### src/rtl/game_collision_scan.sv
// Scans one player box against n_objects target boxes, one object per clock, and reports
// hit mask, hit count, lowest hit index and a done pulse. Optional macro: GAME_COLLISION_STICKY_EN.
module game_collision_scan #(
    parameter int screen_width  = 640,
    parameter int screen_height = 480,
    parameter int n_objects     = 4,
    parameter int w_x           = $clog2(screen_width),
    parameter int w_y           = $clog2(screen_height),
    parameter int w_idx         = (n_objects > 1) ? $clog2(n_objects) : 1,
    parameter int w_cnt         = $clog2(n_objects + 1)
) (
    input  logic                     clk,
    input  logic                     rst_n,
    input  logic                     start,
    input  logic                     hit_clear,
    input  logic [w_x-1:0]           p_left,
    input  logic [w_x-1:0]           p_right,
    input  logic [w_y-1:0]           p_top,
    input  logic [w_y-1:0]           p_bottom,
    input  logic [n_objects*w_x-1:0] obj_left,
    input  logic [n_objects*w_x-1:0] obj_right,
    input  logic [n_objects*w_y-1:0] obj_top,
    input  logic [n_objects*w_y-1:0] obj_bottom,
    input  logic [n_objects-1:0]     obj_enable,
    output logic                     busy,
    output logic                     done,
    output logic [n_objects-1:0]     hit_mask,
    output logic                     any_hit,
    output logic [w_cnt-1:0]         hit_count,
    output logic [w_idx-1:0]         first_hit_idx
);

    typedef enum logic [1:0] {
        ST_IDLE = 2'd0,
        ST_SCAN = 2'd1,
        ST_DONE = 2'd2
    } state_t;

    localparam logic [w_idx-1:0] LAST_IDX = w_idx'(n_objects - 1);

    state_t               state_q, state_d;
    logic [w_idx-1:0]     idx_q, idx_d;
    logic [w_x-1:0]       pl_q, pl_d, pr_q, pr_d;
    logic [w_y-1:0]       pt_q, pt_d, pb_q, pb_d;
    logic [n_objects-1:0] en_q, en_d;
    logic [n_objects-1:0] shadow_q, shadow_d;
    logic [n_objects-1:0] mask_q, mask_d;
    logic                 any_q, any_d;
    logic [w_cnt-1:0]     cnt_q, cnt_d;
    logic [w_idx-1:0]     first_q, first_d;
    logic                 busy_q, busy_d;
    logic                 done_q, done_d;
    logic                 hit_s;

    function automatic logic box_overlap(
        input logic [w_x-1:0] al, input logic [w_x-1:0] ar,
        input logic [w_y-1:0] at, input logic [w_y-1:0] ab,
        input logic [w_x-1:0] bl, input logic [w_x-1:0] br,
        input logic [w_y-1:0] bt, input logic [w_y-1:0] bb
    );
        logic malformed;
        malformed   = (ar < al) | (ab < at) | (br < bl) | (bb < bt);
        box_overlap = !malformed && !((ar < bl) | (br < al) | (ab < bt) | (bb < at));
    endfunction

    function automatic logic [w_cnt-1:0] popcount(input logic [n_objects-1:0] m);
        logic [w_cnt-1:0] c;
        c = '0;
        for (int i = 0; i < n_objects; i++) begin
            c = c + w_cnt'(m[i]);
        end
        return c;
    endfunction

    function automatic logic [w_idx-1:0] lowest_set(input logic [n_objects-1:0] m);
        logic [w_idx-1:0] r;
        r = '0;
        for (int i = n_objects - 1; i >= 0; i--) begin
            if (m[i]) begin
                r = w_idx'(i);
            end else begin
                r = r;
            end
        end
        return r;
    endfunction

    // Overlap test for the object currently selected by the scan index
    always_comb begin
        hit_s = en_q[idx_q] & box_overlap(pl_q, pr_q, pt_q, pb_q,
                                          obj_left[int'(idx_q)*w_x +: w_x],
                                          obj_right[int'(idx_q)*w_x +: w_x],
                                          obj_top[int'(idx_q)*w_y +: w_y],
                                          obj_bottom[int'(idx_q)*w_y +: w_y]);
    end

`ifndef GAME_COLLISION_STICKY_EN
    logic unused_hit_clear_s;
    assign unused_hit_clear_s = hit_clear;
`endif

    // Next-state, snapshot, shadow-mask and result computation
    always_comb begin
        state_d  = state_q;
        idx_d    = idx_q;
        pl_d     = pl_q;
        pr_d     = pr_q;
        pt_d     = pt_q;
        pb_d     = pb_q;
        en_d     = en_q;
        shadow_d = shadow_q;
        mask_d   = mask_q;
        case (state_q)
            ST_IDLE: begin
`ifdef GAME_COLLISION_STICKY_EN
                if (hit_clear) begin
                    mask_d = '0;
                end else begin
                    mask_d = mask_q;
                end
`endif
                if (start) begin
                    state_d  = ST_SCAN;
                    idx_d    = '0;
                    pl_d     = p_left;
                    pr_d     = p_right;
                    pt_d     = p_top;
                    pb_d     = p_bottom;
                    en_d     = obj_enable;
                    shadow_d = '0;
                end else begin
                    state_d = ST_IDLE;
                end
            end
            ST_SCAN: begin
                shadow_d[idx_q] = hit_s;
                if (idx_q == LAST_IDX) begin
                    state_d = ST_DONE;
`ifdef GAME_COLLISION_STICKY_EN
                    // a clear on the load edge lets the fresh scan replace history
                    mask_d = hit_clear ? shadow_d : (mask_q | shadow_d);
`else
                    mask_d = shadow_d;
`endif
                end else begin
                    idx_d = idx_q + w_idx'(1);
                end
            end
            ST_DONE: begin
                state_d = ST_IDLE;
            end
            default: begin
                state_d = ST_IDLE;
            end
        endcase
        any_d   = |mask_d;
        cnt_d   = popcount(mask_d);
        first_d = lowest_set(mask_d);
        busy_d  = (state_d != ST_IDLE);
        done_d  = (state_d == ST_DONE);
    end

    // State, snapshot and registered output update
    always_ff @(posedge clk or negedge rst_n) begin
        if (!rst_n) begin
            state_q  <= ST_IDLE;
            idx_q    <= '0;
            pl_q     <= '0;
            pr_q     <= '0;
            pt_q     <= '0;
            pb_q     <= '0;
            en_q     <= '0;
            shadow_q <= '0;
            mask_q   <= '0;
            any_q    <= 1'b0;
            cnt_q    <= '0;
            first_q  <= '0;
            busy_q   <= 1'b0;
            done_q   <= 1'b0;
        end else begin
            state_q  <= state_d;
            idx_q    <= idx_d;
            pl_q     <= pl_d;
            pr_q     <= pr_d;
            pt_q     <= pt_d;
            pb_q     <= pb_d;
            en_q     <= en_d;
            shadow_q <= shadow_d;
            mask_q   <= mask_d;
            any_q    <= any_d;
            cnt_q    <= cnt_d;
            first_q  <= first_d;
            busy_q   <= busy_d;
            done_q   <= done_d;
        end
    end

    assign busy          = busy_q;
    assign done          = done_q;
    assign hit_mask      = mask_q;
    assign any_hit       = any_q;
    assign hit_count     = cnt_q;
    assign first_hit_idx = first_q;

endmodule
### config.mk
export PLATFORM = sky130hd
export DESIGN_NAME = game_collision_scan
export DESIGN_NICKNAME = d
export VERILOG_FILES = /design/src/rtl/game_collision_scan.sv
export SDC_FILE = /design/constraint.sdc
export NUM_CORES = 1
export LEC_CHECK = 0
export CAP_MARGIN = 20
export CORE_UTILIZATION = 44
export CTS_CLUSTER_SIZE = 8
export DETAILED_ROUTE_END_ITERATION = 10
export GPL_TIMING_DRIVEN = 0
export PLACE_DENSITY = 0.82
export SKIP_CTS_REPAIR_TIMING = 1
export SKIP_LAST_GASP = 1
export SYNTH_ARGS = -nofsm -noshare
export SYNTH_HDL_FRONTEND = slang
export SYNTH_SLANG_ARGS = --single-unit
### constraint.sdc
create_clock -name clk -period 6.61 [get_ports clk]
set_clock_uncertainty 0.2 [all_clocks]
set_input_delay 1.322 -clock clk [delete_from_list [all_inputs] [get_ports clk]]
set_output_delay 1.322 -clock clk [all_outputs]
set_load 0.05 [all_outputs]
==> impl_metrics.toml <==
[global_route]
grt_max_degree = 40
globalRoute.totalOverflow = 0
first_global_vias = 5235
number_of_antenna_violations_at_the_first_check_in_global_routing = 0
grt_util_all_layers_pct = 28.55
grt_pass1_wl_um = 25410

[sta]
final.setup.tns_ns = 0
worst-slew-pin-transition_ns = 0.8177
report.final.hold_viol_count = 0
fin_ws_ns = 0.9586
grt_setup_unrepaired = "no"
setup-violations-final = 0
max_slew_margin_pct = 45.48
max_clock_freq_ghz = 0.1769
drv_slew = 0
fin_hold_ws_ns = 0.3063
fin_crit_ns = 5.651
min_period_over_period_pct = 85.50

[worst_setup_path]
worst_setup_path_type = "reg2reg"
worstSetupEndpointType = "flop"
regToRegSetupSlack_ns = 0.96
critical-path-max-stage-delay_ns = 0.60
path_common_cell = "sky130_fd_sc_hd__ha_1"
cp_data_arrival_time_ns = 5.66
timing.critical_path.required_ns = 6.62
critical_path.startpoint_type = "flop"
crit_path_cell_trace = "buf_6, clkbuf_1, buf_2, mux4_2, ha_1, nand4_1, nor4_1, o21ai_0, o211ai_1, nand4_4, o41ai_4, and2_1, fa_1, ha_1, ha_1"
master_of_the_slowest_instance_on_the_critical_path = "sky130_fd_sc_hd__clkbuf_1"
worst-path-max-fanout = 10

[routing]
wirelength_met1_um = 6435
route.met2.wl_um = 8383
wl_met3_um = 948
route.top_layer_used = "met4"
ant_nets = 0
totalWireLength_um = 16360
drc_errors = 0
drt_first_iter_violations = 239
via_per_inst = 5.789
drt-wirelength-per-cell_um = 19.72
detail_route.first_pass.iterations = 5
num_vias = 4805

[synth]
dominantRegCellSynth = "sky130_fd_sc_hd__dfrtp_1"
main_combinational_cell_family_by_area_after_synthesis = "multiplexers"
ys_types = 58
yosysSeqAreaShare_pct = 29.98
yosysTopAreaCellShare_pct = 29.98
synthMostInstantiatedCell = "sky130_fd_sc_hd__ha_1"
synthTopCellsByCount = "75 x sky130_fd_sc_hd__ha_1, 61 x sky130_fd_sc_hd__dfrtp_1, 46 x sky130_fd_sc_hd__inv_1"
area_share_of_xor_xnor_cells_in_the_synthesized_design_pct = 0
synth_edf_count = 0
mapped_area_mm2 = 0.005092
synthMuxAreaShare_pct = 22.73
synth_top_cells_by_area = "sky130_fd_sc_hd__dfrtp_1 30%, sky130_fd_sc_hd__ha_1 18%, sky130_fd_sc_hd__mux4_2 17%, sky130_fd_sc_hd__mux2_2 5.5%, sky130_fd_sc_hd__inv_1 3.4%"
synth_async_sr_flop_share_pct = 100.0
synth_compound_area_share_pct = 13.76
synth.avg_cell_area_um2 = 10.93
synth_area_leader_cell = "sky130_fd_sc_hd__dfrtp_1"
yosys.area_share.adder_pct = 18.82
synthesis.yosys.warnings = 0
post_synthesis_cells = 466
synth.ff_latch_count = 61
post_syn_nets = 740
synth-simple-area-share_pct = 9.681

[placed_design]
dp_hpwl_um = 13780
finalWeightedCongestion = 0.8861
pre_cts_ws_ns = 0.9952
placed_cells_incl_taps = 815
number_of_port_buffers = 208

[cells_and_area]
finalNonFillerCells = 830
multi_input_comb_area_mm2 = 0.003309
drive_gt1_share_pct = 13.77
num_antenna_cells = 0
net_count_of_the_finished_layout = 960
area_delta_synth_final_pct = 50.52
postLayoutCoreUtil_pct = 69.19
layout.area.seq_mm2 = 0.001526
layout.filler_cells = 854

[die]
fp.coreArea_mm2 = 0.01108
num_rows = 38
floorplan.initialDensity_pct = 45.97
io_pins = 210
die_area_mm2 = 0.01201
floorplan.die.width_um = 109.6
die_h_um = 109.6

[clocking]
clock_sink_count = 61
clock_latency_ns = 0.33
ctsLongestPathBuffers = 2
num_cts_buffers = 9
tritoncts = "done"
clk_pin_slew_ns = 0.05
cts.htree.levels = 3
ctsRootBufferMaster = "sky130_fd_sc_hd__clkbuf_16"

[pwr]
areal_power_density_over_the_cells_mw_per_mm2 = 409.6
p_leak_nw = 3.300
power.ir.vdd_worst_mv = 0.2849

[run_status]
outcome = "finished, final reports clean"

[hold_path]
worst_hold_path_type = "reg2reg"

[job]
timing.max_cap.violations = 0
critical path, delay by kind of cell (launching register included):
family | cells | cell delay (ns)
buffers and inverters | 3 | 1.28
adder cells (fa/ha/maj) | 4 | 1.22
AND/OR/NAND/NOR | 4 | 1.01
AO/OA/AOI/OAI | 3 | 0.83
multiplexers | 1 | 0.59
flip-flops | 1 | 0.40
stage by stage:
stage          cell area (µm²)  total power [mW]
4_1_cts                   7665             3.135
5_1_grt                   7665             3.400
3_3_place_gp              7350             2.539
6_report                  7665             3.140
2_1_floorplan             5092             2.018
3_5_place_dp              7365             2.638
path summary, 6_finish.rpt:
kind	start	to	cells past startpoint
hold / removal	shadow_q[0]	shadow_q[0]	1
min in group asynchronous	rst_n	any_hit	1
hold reg to reg	shadow_q[0]	shadow_q[0]	1
setup / recovery	idx_q[0]	hit_count[1]	15
setup reg to reg	idx_q[0]	hit_count[1]	15
max in group asynchronous	rst_n	pt_q[0]	2
cell families (layout without fill, tap and decap cells):
kind of cell               Yosys count  after routing
AOI/OAI and AO/OA                  107            107
adders and majority gates           76             76
buffers and inverters               64            288
DFF                                 61             61
muxes                               65             65
and+or+nand+nor                     93             93
where the power goes:
part / internal, mW / switching, mW
registers: 0.535 / 0.113
logic: 0.925 / 1.09
clock network: 0.309 / 0.167
total: 1.77 / 1.37
cell type report:
| cell class | instances | share of cell area, % |
|---|---|---|
| clock buffer | 11 | 3.297 |
| clock inverter | 4 | 0.6203 |
| sequential | 61 | 19.92 |
| tap | 140 | 2.285 |
| timing repair buffer | 209 | 27.36 |
| multi-input combinational | 341 | 43.18 |
| buffer | 16 | 0.9958 |
| inverter | 48 | 2.351 |
state kept, by name, indices dropped and copies added (netlist names), 3 cells and up:
signal     count
pt_q           9
pl_q          10
shadow_q       3
hit_count      3
pr_q          10
en_q           4
hit_mask       4
pb_q           9
placed cells by master, fill, tap and decap left out, types with 9 or more instances in the layout:
| cell type | Yosys | final |
|---|---|---|
| sky130_fd_sc_hd__a21o_1 | 15 | 15 |
| sky130_fd_sc_hd__a21oi_1 | 21 | 21 |
| sky130_fd_sc_hd__clkbuf_1 | 9 | 9 |
| sky130_fd_sc_hd__clkbuf_16 | 0 | 9 |
| sky130_fd_sc_hd__clkdlybuf4s50_1 | 0 | 207 |
| sky130_fd_sc_hd__dfrtp_1 | 61 | 61 |
| sky130_fd_sc_hd__ha_1 | 75 | 75 |
| sky130_fd_sc_hd__inv_1 | 46 | 46 |
| sky130_fd_sc_hd__mux2_2 | 25 | 25 |
| sky130_fd_sc_hd__mux4_2 | 38 | 38 |
| sky130_fd_sc_hd__nand2_1 | 35 | 35 |
| sky130_fd_sc_hd__nand4_1 | 10 | 10 |
| sky130_fd_sc_hd__nor2_1 | 16 | 16 |
| sky130_fd_sc_hd__o21ai_0 | 31 | 31 |
routing by layer:
metal	global-route usage, %	up-vias
met5	0	-
met4	11.14	0
met3	5.453	37
met2	50.94	208
met1	33.79	2340
li1	-	2220
(Power assumes the default switching activity.)
